==> src/rtl/instruction_parser_if.sv <==
// Byte-stream input and instruction-buffer write port of instruction_parser.
// master = byte source / buffer side, slave = the parser.
interface instruction_parser_if #(
  parameter int COORD_WIDTH = 10
);
  localparam int IW = 4 + 4 * COORD_WIDTH;

  logic          in_valid;
  logic [7:0]    in_data;
  logic          in_last;
  logic          wr_valid;
  logic [IW-1:0] wr_data;
  logic          done;

  modport master (
    output in_valid, in_data, in_last,
    input  wr_valid, wr_data, done
  );

  modport slave (
    input  in_valid, in_data, in_last,
    output wr_valid, wr_data, done
  );
endinterface

==> src/rtl/instruction_parser.sv <==
// Parses ASCII light-grid instructions into packed words {last, valid, op, x0, y0, x1, y1}.
// Optional PARSER_STATS_EN adds saturating stat_instr / stat_drop counters.
module instruction_parser #(
  parameter int COORD_WIDTH = 10
) (
  input  logic                 clk,
  input  logic                 reset,
  instruction_parser_if.slave  bus
`ifdef PARSER_STATS_EN
  ,
  output logic [15:0]          stat_instr,
  output logic [15:0]          stat_drop
`endif
);
  localparam int CW = COORD_WIDTH;
  localparam int IW = 4 + 4 * CW;

  typedef enum logic [1:0] {
    OP_OFF    = 2'b00,
    OP_ON     = 2'b01,
    OP_TOGGLE = 2'b10,
    OP_NOP    = 2'b11
  } op_t;

  typedef enum logic [1:0] {
    S_PARSE,
    S_LAST,
    S_DONE
  } state_t;

  state_t state, state_nxt;

  // Line state
  logic [2:0]    lcnt,         lcnt_nxt;
  logic          num_started,  num_started_nxt;
  logic          digit_seen,   digit_seen_nxt;
  logic [1:0]    idx,          idx_nxt;
  logic          past,         past_nxt;
  logic [CW-1:0] field [4];
  logic [CW-1:0] field_nxt [4];
  op_t           op,           op_nxt;
  logic          op_known,     op_known_nxt;
  logic          is_turn,      is_turn_nxt;
  logic          nonblank,     nonblank_nxt;

  logic          wr_valid_q;
  logic [IW-1:0] wr_data_q;

  logic          accept, is_digit, is_letter, is_nl, is_cr, is_space;
  logic          line_end, complete, emit_word, emit_term;
  logic [CW-1:0] cur, acc;

  // ---------------------------------------------------------------- FSM
  always_ff @(posedge clk) begin
    if (reset) state <= S_PARSE;
    else       state <= state_nxt;
  end

  always_comb begin
    state_nxt = state;
    case (state)
      S_PARSE: if (line_end && bus.in_last) state_nxt = S_LAST;
      S_LAST:  state_nxt = S_DONE;
      S_DONE:  state_nxt = S_DONE;
      default: state_nxt = S_PARSE;
    endcase
  end

  always_comb begin
    bus.done     = (state == S_DONE);
    bus.wr_valid = wr_valid_q;
    bus.wr_data  = wr_data_q;
  end

  // ---------------------------------------------------------- byte decode
  always_comb begin
    accept    = bus.in_valid && (state == S_PARSE);
    is_digit  = (bus.in_data >= 8'h30) && (bus.in_data <= 8'h39);
    is_letter = (bus.in_data >= 8'h61) && (bus.in_data <= 8'h7A);
    is_nl     = (bus.in_data == 8'h0A);
    is_cr     = (bus.in_data == 8'h0D);
    is_space  = (bus.in_data == 8'h20) || (bus.in_data == 8'h09);
    cur       = field[idx];
    acc       = (cur << 3) + (cur << 1) + CW'(bus.in_data[3:0]);
  end

  // Next line state after applying this byte; the line-end decision uses
  // these values so a final in_last digit is folded in before completion.
  always_comb begin
    lcnt_nxt        = lcnt;
    num_started_nxt = num_started;
    digit_seen_nxt  = digit_seen;
    idx_nxt         = idx;
    past_nxt        = past;
    field_nxt       = field;
    op_nxt          = op;
    op_known_nxt    = op_known;
    is_turn_nxt     = is_turn;
    nonblank_nxt    = nonblank;

    if (accept && !is_nl && !is_cr) begin
      if (is_digit) begin
        num_started_nxt = 1'b1;
        nonblank_nxt    = 1'b1;
        digit_seen_nxt  = 1'b1;
        if (!past) field_nxt[idx] = acc;
      end else begin
        if (!is_space) nonblank_nxt = 1'b1;
        if (digit_seen) begin
          digit_seen_nxt = 1'b0;
          if (idx == 2'd3) past_nxt = 1'b1;
          else             idx_nxt  = idx + 2'd1;
        end
        if (is_letter && !num_started) begin
          if (lcnt != 3'd7) lcnt_nxt = lcnt + 3'd1;
          if (lcnt == 3'd1) begin
            if (bus.in_data == "o") begin
              op_nxt       = OP_TOGGLE;
              op_known_nxt = 1'b1;
            end else if (bus.in_data == "u") begin
              is_turn_nxt = 1'b1;
            end
          end
          if (lcnt == 3'd5 && is_turn) begin
            if (bus.in_data == "n") begin
              op_nxt       = OP_ON;
              op_known_nxt = 1'b1;
            end else if (bus.in_data == "f") begin
              op_nxt       = OP_OFF;
              op_known_nxt = 1'b1;
            end
          end
        end
      end
    end

    line_end  = accept && (is_nl || bus.in_last);
    complete  = op_known_nxt && ((idx_nxt == 2'd3 && digit_seen_nxt) || past_nxt);
    emit_word = line_end && complete;
    emit_term = line_end && !complete && bus.in_last;
  end

  // ------------------------------------------------------------ line state
  always_ff @(posedge clk) begin
    if (reset || line_end) begin
      lcnt        <= '0;
      num_started <= 1'b0;
      digit_seen  <= 1'b0;
      idx         <= '0;
      past        <= 1'b0;
      for (int unsigned i = 0; i < 4; i++) field[i] <= '0;
      op          <= OP_NOP;
      op_known    <= 1'b0;
      is_turn     <= 1'b0;
      nonblank    <= 1'b0;
    end else if (accept) begin
      lcnt        <= lcnt_nxt;
      num_started <= num_started_nxt;
      digit_seen  <= digit_seen_nxt;
      idx         <= idx_nxt;
      past        <= past_nxt;
      for (int unsigned i = 0; i < 4; i++) field[i] <= field_nxt[i];
      op          <= op_nxt;
      op_known    <= op_known_nxt;
      is_turn     <= is_turn_nxt;
      nonblank    <= nonblank_nxt;
    end
  end

  // ---------------------------------------------------------- write port
  always_ff @(posedge clk) begin
    if (reset) begin
      wr_valid_q <= 1'b0;
      wr_data_q  <= '0;
    end else begin
      wr_valid_q <= emit_word || emit_term;
      if (emit_word)
        wr_data_q <= {bus.in_last, 1'b1, op_nxt,
                      field_nxt[0], field_nxt[1], field_nxt[2], field_nxt[3]};
      else if (emit_term)
        wr_data_q <= {2'b11, OP_NOP, {(4 * CW){1'b0}}};
    end
  end

`ifdef PARSER_STATS_EN
  always_ff @(posedge clk) begin
    if (reset) begin
      stat_instr <= '0;
      stat_drop  <= '0;
    end else begin
      if (emit_word && stat_instr != '1)
        stat_instr <= stat_instr + 16'd1;
      if (line_end && !complete && nonblank_nxt && stat_drop != '1)
        stat_drop <= stat_drop + 16'd1;
    end
  end
`endif

endmodule
==> src/flat_wrapper.sv <==
// flat-port wrapper written by rule: the top's interface ports become plain ports
module instruction_parser_flat 
#(
  parameter int COORD_WIDTH = 10
)
  (clk, reset, bus_in_valid, bus_in_data, bus_in_last, bus_wr_valid, bus_wr_data, bus_done);
  instruction_parser_if #(.COORD_WIDTH(COORD_WIDTH)) bus_i ();
  input  logic clk;
  input  logic reset;
  input wire logic [$bits(bus_i.in_valid)-1:0] bus_in_valid;
  input wire logic [$bits(bus_i.in_data)-1:0] bus_in_data;
  input wire logic [$bits(bus_i.in_last)-1:0] bus_in_last;
  output wire logic [$bits(bus_i.wr_valid)-1:0] bus_wr_valid;
  output wire logic [$bits(bus_i.wr_data)-1:0] bus_wr_data;
  output wire logic [$bits(bus_i.done)-1:0] bus_done;
  assign bus_i.in_valid = bus_in_valid;
  assign bus_i.in_data = bus_in_data;
  assign bus_i.in_last = bus_in_last;
  assign bus_wr_valid = bus_i.wr_valid;
  assign bus_wr_data = bus_i.wr_data;
  assign bus_done = bus_i.done;
  instruction_parser #(.COORD_WIDTH(COORD_WIDTH)) u_core (.clk(clk), .reset(reset), .bus(bus_i));
endmodule
==> config.mk <==
export PLATFORM = sky130hd
export DESIGN_NAME = instruction_parser_flat
export DESIGN_NICKNAME = d
export VERILOG_FILES = /design/src/rtl/instruction_parser_if.sv /design/src/rtl/instruction_parser.sv /design/src/flat_wrapper.sv
export SDC_FILE = /design/constraint.sdc
export NUM_CORES = 1
export LEC_CHECK = 0
export ABC_CLOCK_PERIOD_IN_PS = 3600
export BUFFER_PORTS_ARGS = -buffer_cell sky130_fd_sc_hd__buf_4
export CORE_MARGIN = 1.5
export CORE_UTILIZATION = 52
export CTS_CLUSTER_SIZE = 30
export DETAILED_ROUTE_END_ITERATION = 8
export GPL_TIMING_DRIVEN = 0
export PLACE_DENSITY = 0.75
export SYNTH_ARGS = -nofsm -noshare
export SYNTH_HDL_FRONTEND = slang
export SYNTH_SLANG_ARGS = --single-unit
==> constraint.sdc <==
create_clock -name clk -period 3.6 [get_ports clk]
set_clock_uncertainty 0.15 [all_clocks]
set_input_delay 0.72 -clock clk [delete_from_list [all_inputs] [get_ports clk]]
set_output_delay 0.72 -clock clk [all_outputs]
set_load 0.02 [all_outputs]
==> impl.org, run 1 <==
** Routing
- DRC Markers :: 0
- After detailed routing, the total wire length is 11040 um.
- Via/cell ratio :: 5.754
- Routed via count :: 3487
- Dividing the detail-routed wire length by the instance count gives 18.21 um.
- Starting DRC count in detailed routing :: 146
- Detailed Routing Iterations Pass 1 :: 4
- Once detail routing completed, the nets flagged for antenna violations numbered 0.

** Pwr
- Power spread over the standard cell area amounts to 377.3 nW/um2.
- Total leakage power :: 2.126 nW
- VDD IR max :: 0.0002501 V

** Worst setup path
- Capturing element type of the critical path :: register
- Series of cell instances along the critical path :: buf_12 > mux4_2 > inv_2 > fa_1 > inv_1 > ha_1 > a21o_1 > a221oi_2 > a21oi_2 > or3_4 > a31oi_4 > nor2_1
- Worst setup path class :: reg2reg
- Category of cells accounting for the largest share of critical-path delay :: compound AO/OA/AOI/OAI gates
- Crit. Startpoint :: u_core.idx[0]
- Critical path peak fanout :: 10
- Slowest stage cell, crit path :: mux4_2
- Data arrives at the worst endpoint at 3.62 ns.
- Counting both buffers and inverters, the worst setup path holds a total of 3.
- Kind of start point of the critical path :: register
- CP peak stage delay :: 0.56 ns
- Data on the critical path is required at its endpoint by 3.70 ns.
- Reg2Reg Launch Point :: u_core.idx[0]

** Synthesis
- After synthesis, the share of flip-flops with an asynchronous set or reset is 0%.
- Among all flip-flop cells after synthesis, the most frequent one is dfxtp_1.
- Yosys attributes the largest share of cell area to dfxtp_1, o2bb2ai_2, mux2i_1.
- Synthesis produced a netlist with a net count of 457.
- Flip-flop and latch count after synthesis :: 99
- Number of distinct library cells after synthesis :: 60
- Number of enable-type register cells in the synthesized netlist :: 0
- Synth top area share :: 41.84%
- Averaged over all synthesized cells, the footprint is 11.20 um2.
- Yosys top cell by area :: dfxtp_1
- Synth Warn # :: 0
- For this run, the register share of the synthesized area comes to 41.84%.
- Post-synthesis instance area :: 4737 um2
- In the synthesized netlist, the number of instances is 423.

** Floorplan
- Core Region :: 8763 um2
- Number of ports placed on the die boundary :: 58
- In this run the vertical extent of the chip is 98.45 um.
- Die area :: 9691 um2
- The die is 98.45 um wide.
- Core Rows :: 34
- Initial Util :: 54.05%

** Global routing
- The number of global-route vias before repair came to 3478.
- Global routing consumed, over all layers together, 23.37% of the routing resources.
- Number of antenna violations at the first check in global routing :: 0
- First-pass GRT wire length :: 17850 um
- Total gr overflow :: 0
- Maximum number of pins on one net before global-route repair :: 20

** Clock network
- Clock latency on the worst-skew pair, taken at its later pin, is 0.38 ns.
- Number of hold-repair buffers added at the cts stage :: 0
- Clock buffer count from CTS :: 9
- Deepest clock path buffer count :: 2
- Master cell of the clock root buffer :: clkbuf_8
- TritonCTS built the clock tree.
- Maximum level of the CTS H-tree :: 3
- After clock tree synthesis, the clock-pin slew on the worst setup and hold paths is 0.10 ns.
- Number of clock sinks seen by CTS :: 99

** Hold path
- In this run the most critical hold path is launched from u_core.bus.wr_data[42].
- Classification of the worst-slack hold path :: reg2reg

** Cells and area
- Final design utilization :: 63.64%
- The repair_antennas step left the layout with diodes totalling 0.
- Filler cell count :: 718
- The area growth from synthesis to layout is 17.72%.
- NumNets Final :: 527
- In the final layout, the share of cells above drive strength 1 is 33.13%.

** STA
- Setup TNS Final :: 0 ns
- Achievable Freq :: 284.8 MHz
- Slew at the pin closest to its max-slew limit :: 0.5673 ns
- The final hold violation count is 0.
- The worst path needs 3.512 ns of the cycle, external delays included.
- The max-slew violation count was 0.
- Setup violations remaining at the end of the flow were counted as 0.
- Final period utilization :: 97.55%
- Remaining max-slew budget at the tightest pin :: 62.18%

** Flow run
- The tool flagged a number of max-cap violations equal to 0.

** Status
- The run finished with clean final reports.

** Placed design
- The congestion estimate from routability-driven global placement came to 0.8778.
- Number of port buffers :: 55
- Once detailed placement completed, the half-perimeter wirelength came to 8127 um.
==> worst register-to-register path, cell delays in order, from the launching register on <==
cell      delay, ns
dfxtp_2        0.36
buf_12         0.14
mux4_2         0.56
inv_2          0.08
fa_1           0.45
inv_1          0.08
ha_1           0.22
a21o_1         0.18
a221oi_2       0.33
a21oi_2        0.12
or3_4          0.41
a31oi_4        0.24
nor2_1         0.06
==> worst paths after layout <==
kind,end,slack (ns),depth (start not counted)
setup / recovery,u_core.field[9],0.09,12
hold / removal,u_core.bus.wr_data[42],0.32,1
setup reg to reg,u_core.field[9],0.09,12
hold reg to reg,u_core.bus.wr_data[42],0.32,1
==> power by group <==
part | switching [mW] | internal, mW | leakage (nW) | total, mW
Clock | 0.435 | 0.269 | 0.0951 | 0.704
Combinational | 0.178 | 0.0966 | 1.23 | 0.275
Sequential | 0.0120 | 1.11 | 0.799 | 1.12
Total | 0.625 | 1.48 | 2.13 | 2.10
==> Yosys cell counts, types with 2 or more instances <==
library cell  number
nor4b_4            2
nand3b_1           3
inv_1             17
a31oi_1            2
and3b_1            2
nor2_1            57
dfxtp_1           99
nor3_1             6
nor3b_1            2
buf_2              8
nor2b_1            3
a21o_1             5
nand2_1           19
buf_6              5
a211oi_1           3
o22ai_1            3
mux4_2             9
xnor2_1            5
nand4_1            2
nand2b_1           5
a21oi_1           11
clkbuf_1           3
fa_1               2
o21ai_0            5
o2bb2ai_2         40
ha_1              20
buf_1              4
and2_1             3
a21boi_0           2
buf_4              3
and3_1             4
mux2i_1           41
==> metrics by stage <==
step                cells  total power, mW  instance area, um2  setup WS (ns)  hold slack [ns]
floorplan             423            1.340                4741        0.03988           0.2904
global route          606            2.186                5577       -0.03673           0.3462
CTS                   602            2.109                5537       0.007848           0.3252
global placement      586            1.411                5289        -0.4212           0.2957
detailed placement    586            1.424                5289        -0.4356           0.3024
finish                606            2.104                5577        0.08824           0.3237
==> layout by cell type, fill, tap and decap left out, types with 4 or more instances in the layout <==
cell        n
mux4_2      9
buf_6       5
buf_2       7
ha_1       20
mux2i_1    41
inv_1      16
nor3_1      6
xnor2_1     5
nor2_1     57
buf_4      64
and3_1      4
o2bb2ai_2  40
a21o_1      5
nand2b_1    5
nand2_1    19
clkbuf_8    9
a21oi_1    10
dfxtp_1    97
o21ai_0     4
==> kinds of logic after synthesis <==
| group | Yosys count | synth area share [%] |
|---|---|---|
| simple gates | 122 | 13.81 |
| xor+xnor | 6 | 1.109 |
| buf+inv | 40 | 4.411 |
| fa+ha+maj | 22 | 6.128 |
| flops | 99 | 41.84 |
| compound gates | 84 | 19.76 |
| mux | 50 | 12.94 |
==> cell type report <==
cell class	count	area, um2	share of cell area (%)
plain buffers	22	160.2	2.872
clock buffers	9	123.9	2.221
clock inverters	7	70.07	1.256
inverters	17	63.81	1.144
multi-input cells	284	2589	46.42
flip-flops and latches	99	1984	35.58
well taps	108	135.1	2.423
repair buffers	60	450.4	8.077
==> layer usage <==
| layer | global-route usage, % | vias up | part of all wire [%] |
|---|---|---|---|
| met5 | 0 | - | 0 |
| met4 | 9.751 | 0 | 2.6 |
| met3 | 3.546 | 16 | 5.3 |
| met2 | 37.20 | 103 | 46 |
| met1 | 31.89 | 1691 | 46 |
| li1 | - | 1677 | - |
==> flip-flops by register name, indices dropped and copies added (netlist names) <==
signal / flops
u_core.is_turn: 1
u_core.bus.wr_valid: 1
u_core.op_known: 1
u_core.past: 1
u_core.digit_seen: 1
u_core.bus.wr_data: 44
u_core.field: 40
u_core.state: 2
u_core.idx: 2
u_core.num_started: 1
u_core.op: 2
u_core.lcnt: 3
==> what timing repair did <==
item,4_1_cts,5_1_grt
setup buffers,0,5
endpoints found under the setup margin,29,29
resized for setup,12,9
pin swaps,0,5
Note: power is estimated with default switching activity, not from simulation.
==> inputs of run 2 (changes only) <==
--- a/config.mk
+++ b/config.mk
@@ -7,12 +7,13 @@
 export LEC_CHECK = 0
 export ABC_CLOCK_PERIOD_IN_PS = 3600
 export BUFFER_PORTS_ARGS = -buffer_cell sky130_fd_sc_hd__buf_4
+export CORE_ASPECT_RATIO = 0.9
 export CORE_MARGIN = 1.5
 export CORE_UTILIZATION = 52
 export CTS_CLUSTER_SIZE = 30
 export DETAILED_ROUTE_END_ITERATION = 8
 export GPL_TIMING_DRIVEN = 0
-export PLACE_DENSITY = 0.75
+export PLACE_DENSITY = 0.74
 export SYNTH_ARGS = -nofsm -noshare
 export SYNTH_HDL_FRONTEND = slang
 export SYNTH_SLANG_ARGS = --single-unit
==> run 2 against run 1 <==
  * First-iteration DRC count rose by 29%
  * Register-to-register slack improved by 0.05 ns
  * Core utilization rose by 1.5 points
  * Critical path depth did not move
  * Largest cell class unchanged
==> impl.org, run 2 (same netlist as run 1, synthesis figures left out) <==
** STA
- Total of endpoints with negative setup slack in the final report :: 0 (unchanged)
- Final slew viol count :: 0 (unchanged)
- Worst slack on hold paths :: 0.3296 ns (+0.005884 ns)
- Slew at the pin closest to its max-slew limit :: 0.6393 ns (+0.07194 ns)
- Setup TNS Final :: 0 ns (unchanged)
- Remaining max-slew budget at the tightest pin :: 57.38% (-4.8 points)
- The final hold violation count came to 0 (unchanged).
- Final period utilization :: 96.26% (-1.3 points)
- RSZ-0062 raised after global routing :: false
- Final worst path period need :: 3.465 ns (-0.04649 ns)
- The timing-limited maximum frequency was 288.6 MHz (+1.3%).

** Global routing
- Via count of the first global-routing pass :: 3365 (-3.2%)
- Global router's overall resource usage :: 23.98% (+0.61 points)
- Total gr overflow :: 0 (unchanged)
- The initial antenna violation count is 0 (unchanged).
- First-pass GRT wire length :: 17920 um (+0.39%)
- The pin count of the biggest net entering global routing was 20 (unchanged).

** Routing
- The total number of vias was 3463 (-0.69%).
- Via/cell ratio :: 5.595 (-2.8%)
- Detailed Routing Iterations Pass 1 :: 4 (unchanged)
- Detailed-route wire length :: 11220 um (+1.6%)
- DRC Markers :: 0 (unchanged)
- Post-detailed-route wirelength per cell :: 18.12 um (-0.51%)
- The number of design-rule violations left by the first detailed-router iteration was 188 (+29%).
- Detail Route Antenna Nets :: 0 (unchanged)

** Worst setup path
- The required time of the critical path was 3.70 ns (about the same).
- The worst setup path is launched from a register.
- Critical path peak fanout :: 8 (-2)
- The most numerous cell type found on the critical path is ha_1.
- In this run the worst setup path begins at u_core.idx[0].
- Capturing element type of the critical path :: register
- CP peak stage delay :: 0.52 ns (-0.04 ns)
- The worst path arrival time came to 3.57 ns (-0.05 ns).
- The slowest stage of the critical path belongs to the cell mux4_2.
- The buffers plus inverters on the worst setup path is 3 (unchanged).
- The critical path is of the reg2reg type.
- Category of cells accounting for the largest share of critical-path delay :: adder cells
- The worst register-to-register path begins at u_core.idx[0].
- Series of cell instances along the critical path :: buf_6 > buf_12 > buf_4 > mux4_2 > ha_1 > ha_1 > and3_1 > a221oi_2 > a21oi_2 > or3_4 > a31oi_4 > nor2_1

** Pwr
- The sequential power share was 53.1% (-0.4 points).
- Switching part of the total power :: 29.95% (+0.23 points)
- Switching power :: 0.6342 mW (+1.4%)
- The leakage dissipation was 2.147 nW (+0.99%).
- The power density of the placed cells came to 374.1 nW/um2 (-0.85%).
- VDD IR max :: 0.0002589 V (+3.5%)
- The internal power component came to 1.483 mW (+0.32%).
- Portion of total power attributed to the clock network :: 33.7% (+0.2 points)
- Combinational group share of total power :: 13.2% (about the same)

** Status
- The flow ran to the end, and the final reports show no timing, DRC or antenna violations.

** Cells and area
- NumNets Final :: 529 (+0.38%)
- Ratio of cells with drive above 1 in the final layout :: 34.20% (+1.1 points)
- Leading cell type in the layout, fill and taps excluded :: dfxtp_1
- The count of antenna diodes in the layout came to 0 (unchanged).
- Flip-flop count of the largest register, all copies and words added :: 44 (unchanged)
- From synthesis to final layout, the design area changed by 19.49%.
- The library cells used most frequently in the layout, excluding fill and tap cells, are dfxtp_1, buf_4, nor2_1.

** Placed design
- The final weighted congestion in routability-driven placement came to 0.8433 (-3.9%).
- The estimated wirelength of the detail-placed design came to 7976 um (-1.9%).
- The count of input and output buffers is 55 (unchanged).

** Floorplan
- Core Region :: 8688 um2 (-0.86%)
- DIE WIDTH :: 103.6 um (+5.2%)
- Die Y-Extent :: 93.55 um (-5.0%)
- Die area :: 9692 um2 (about the same)
- Core Rows :: 32 (-5.9%)
- Initial Util :: 54.52% (+0.47 points)
- The number of primary I/O pins came to 58 (unchanged).

** Clock network
- Number of hold-repair buffers added at the cts stage :: 0 (unchanged)
- The depth of the CTS H-tree was 3 (unchanged).
- Clock latency of the later-clocked register in the worst-skew pair :: 0.38 ns (about the same)
- The number of buffers between clock root and the deepest sink is 2 (unchanged).
- CTS tree :: yes
- The clock transition at the register clock pins on the worst setup and hold paths after CTS was 0.10 ns (about the same).
- The cell sitting at the root of the clock tree is a clkbuf_8.
- The clock buffer count from CTS is 9 (unchanged).
- The count of clock tree sinks is 99 (unchanged).

** Hold path
- Hold path start :: u_core.field[19]
- The tightest min-delay check is of the reg2reg type.

** Flow run
- The reported max-cap violation count was 0 (unchanged).
## run 2: timing repair
| item | in CTS | in global routing |
|---|---|---|
| buffers inserted | 1 | 5 |
| endpoints found under the setup margin | 29 | 28 |
| resized for setup | 12 | 15 |
| pin swaps | 4 | 2 |
## run 2: power by group through the flow
stage                     clock (mW)  sequential [mW]  combinational (mW)
final                          0.713             1.12               0.280
after global routing           0.768             1.13               0.308
after CTS                      0.721             1.12               0.277
after detailed placement           0             1.15               0.274
after global placement             0             1.15               0.267
after floorplan                    0             1.16               0.185
## run 2: per-stage QoR
step | worst slack (ns) | utilization [%] | power (mW) | std cells | area (um2)
floorplan | 0.03988 | - | 1.340 | 423 | 4741
global placement | -0.4715 | 61.03 | 1.415 | 597 | 5303
detailed placement | -0.4813 | 61.03 | 1.425 | 597 | 5303
CTS | 0.0007208 | 63.94 | 2.123 | 614 | 5555
global route | 0.02568 | 65.15 | 2.204 | 619 | 5660
finish | 0.1347 | 65.15 | 2.118 | 619 | 5660
## run 2: area by class of cell
type	instances	area, um2
Multi-Input combinational cell	284	2644
Buffer	23	171.4
Clock buffer	9	123.9
Clock inverter	7	67.56
Timing Repair Buffer	61	457.9
Fill cell	682	3028
Tap cell	119	148.9
Sequential cell	99	1983
Inverter	17	63.81
## run 2: tightest hold or removal path: cells and delay by family, from the launching register on
kind | cells | cell delay [ns]
DFF | 1 | 0.32
AOI/OAI and AO/OA | 1 | 0.06
and+or+nand+nor | 1 | 0.05
## run 2: per-layer routing
| layer | vias up | wire [um] | GRT usage, % |
|---|---|---|---|
| met4 | 0 | 146 | 5.324 |
| met2 | 98 | 4967 | 37.83 |
| li1 | 1692 | - | - |
| met3 | 11 | 644 | 5.017 |
| met5 | - | 0 | 0 |
| met1 | 1662 | 5457 | 33.93 |
## run 2: worst paths after layout
check                     end  cells after the start  slack [ns]
min          u_core.field[19]                      2        0.33
max reg2reg   u_core.field[9]                     12        0.13
min reg2reg  u_core.field[19]                      2        0.33
max           u_core.field[9]                     12        0.13
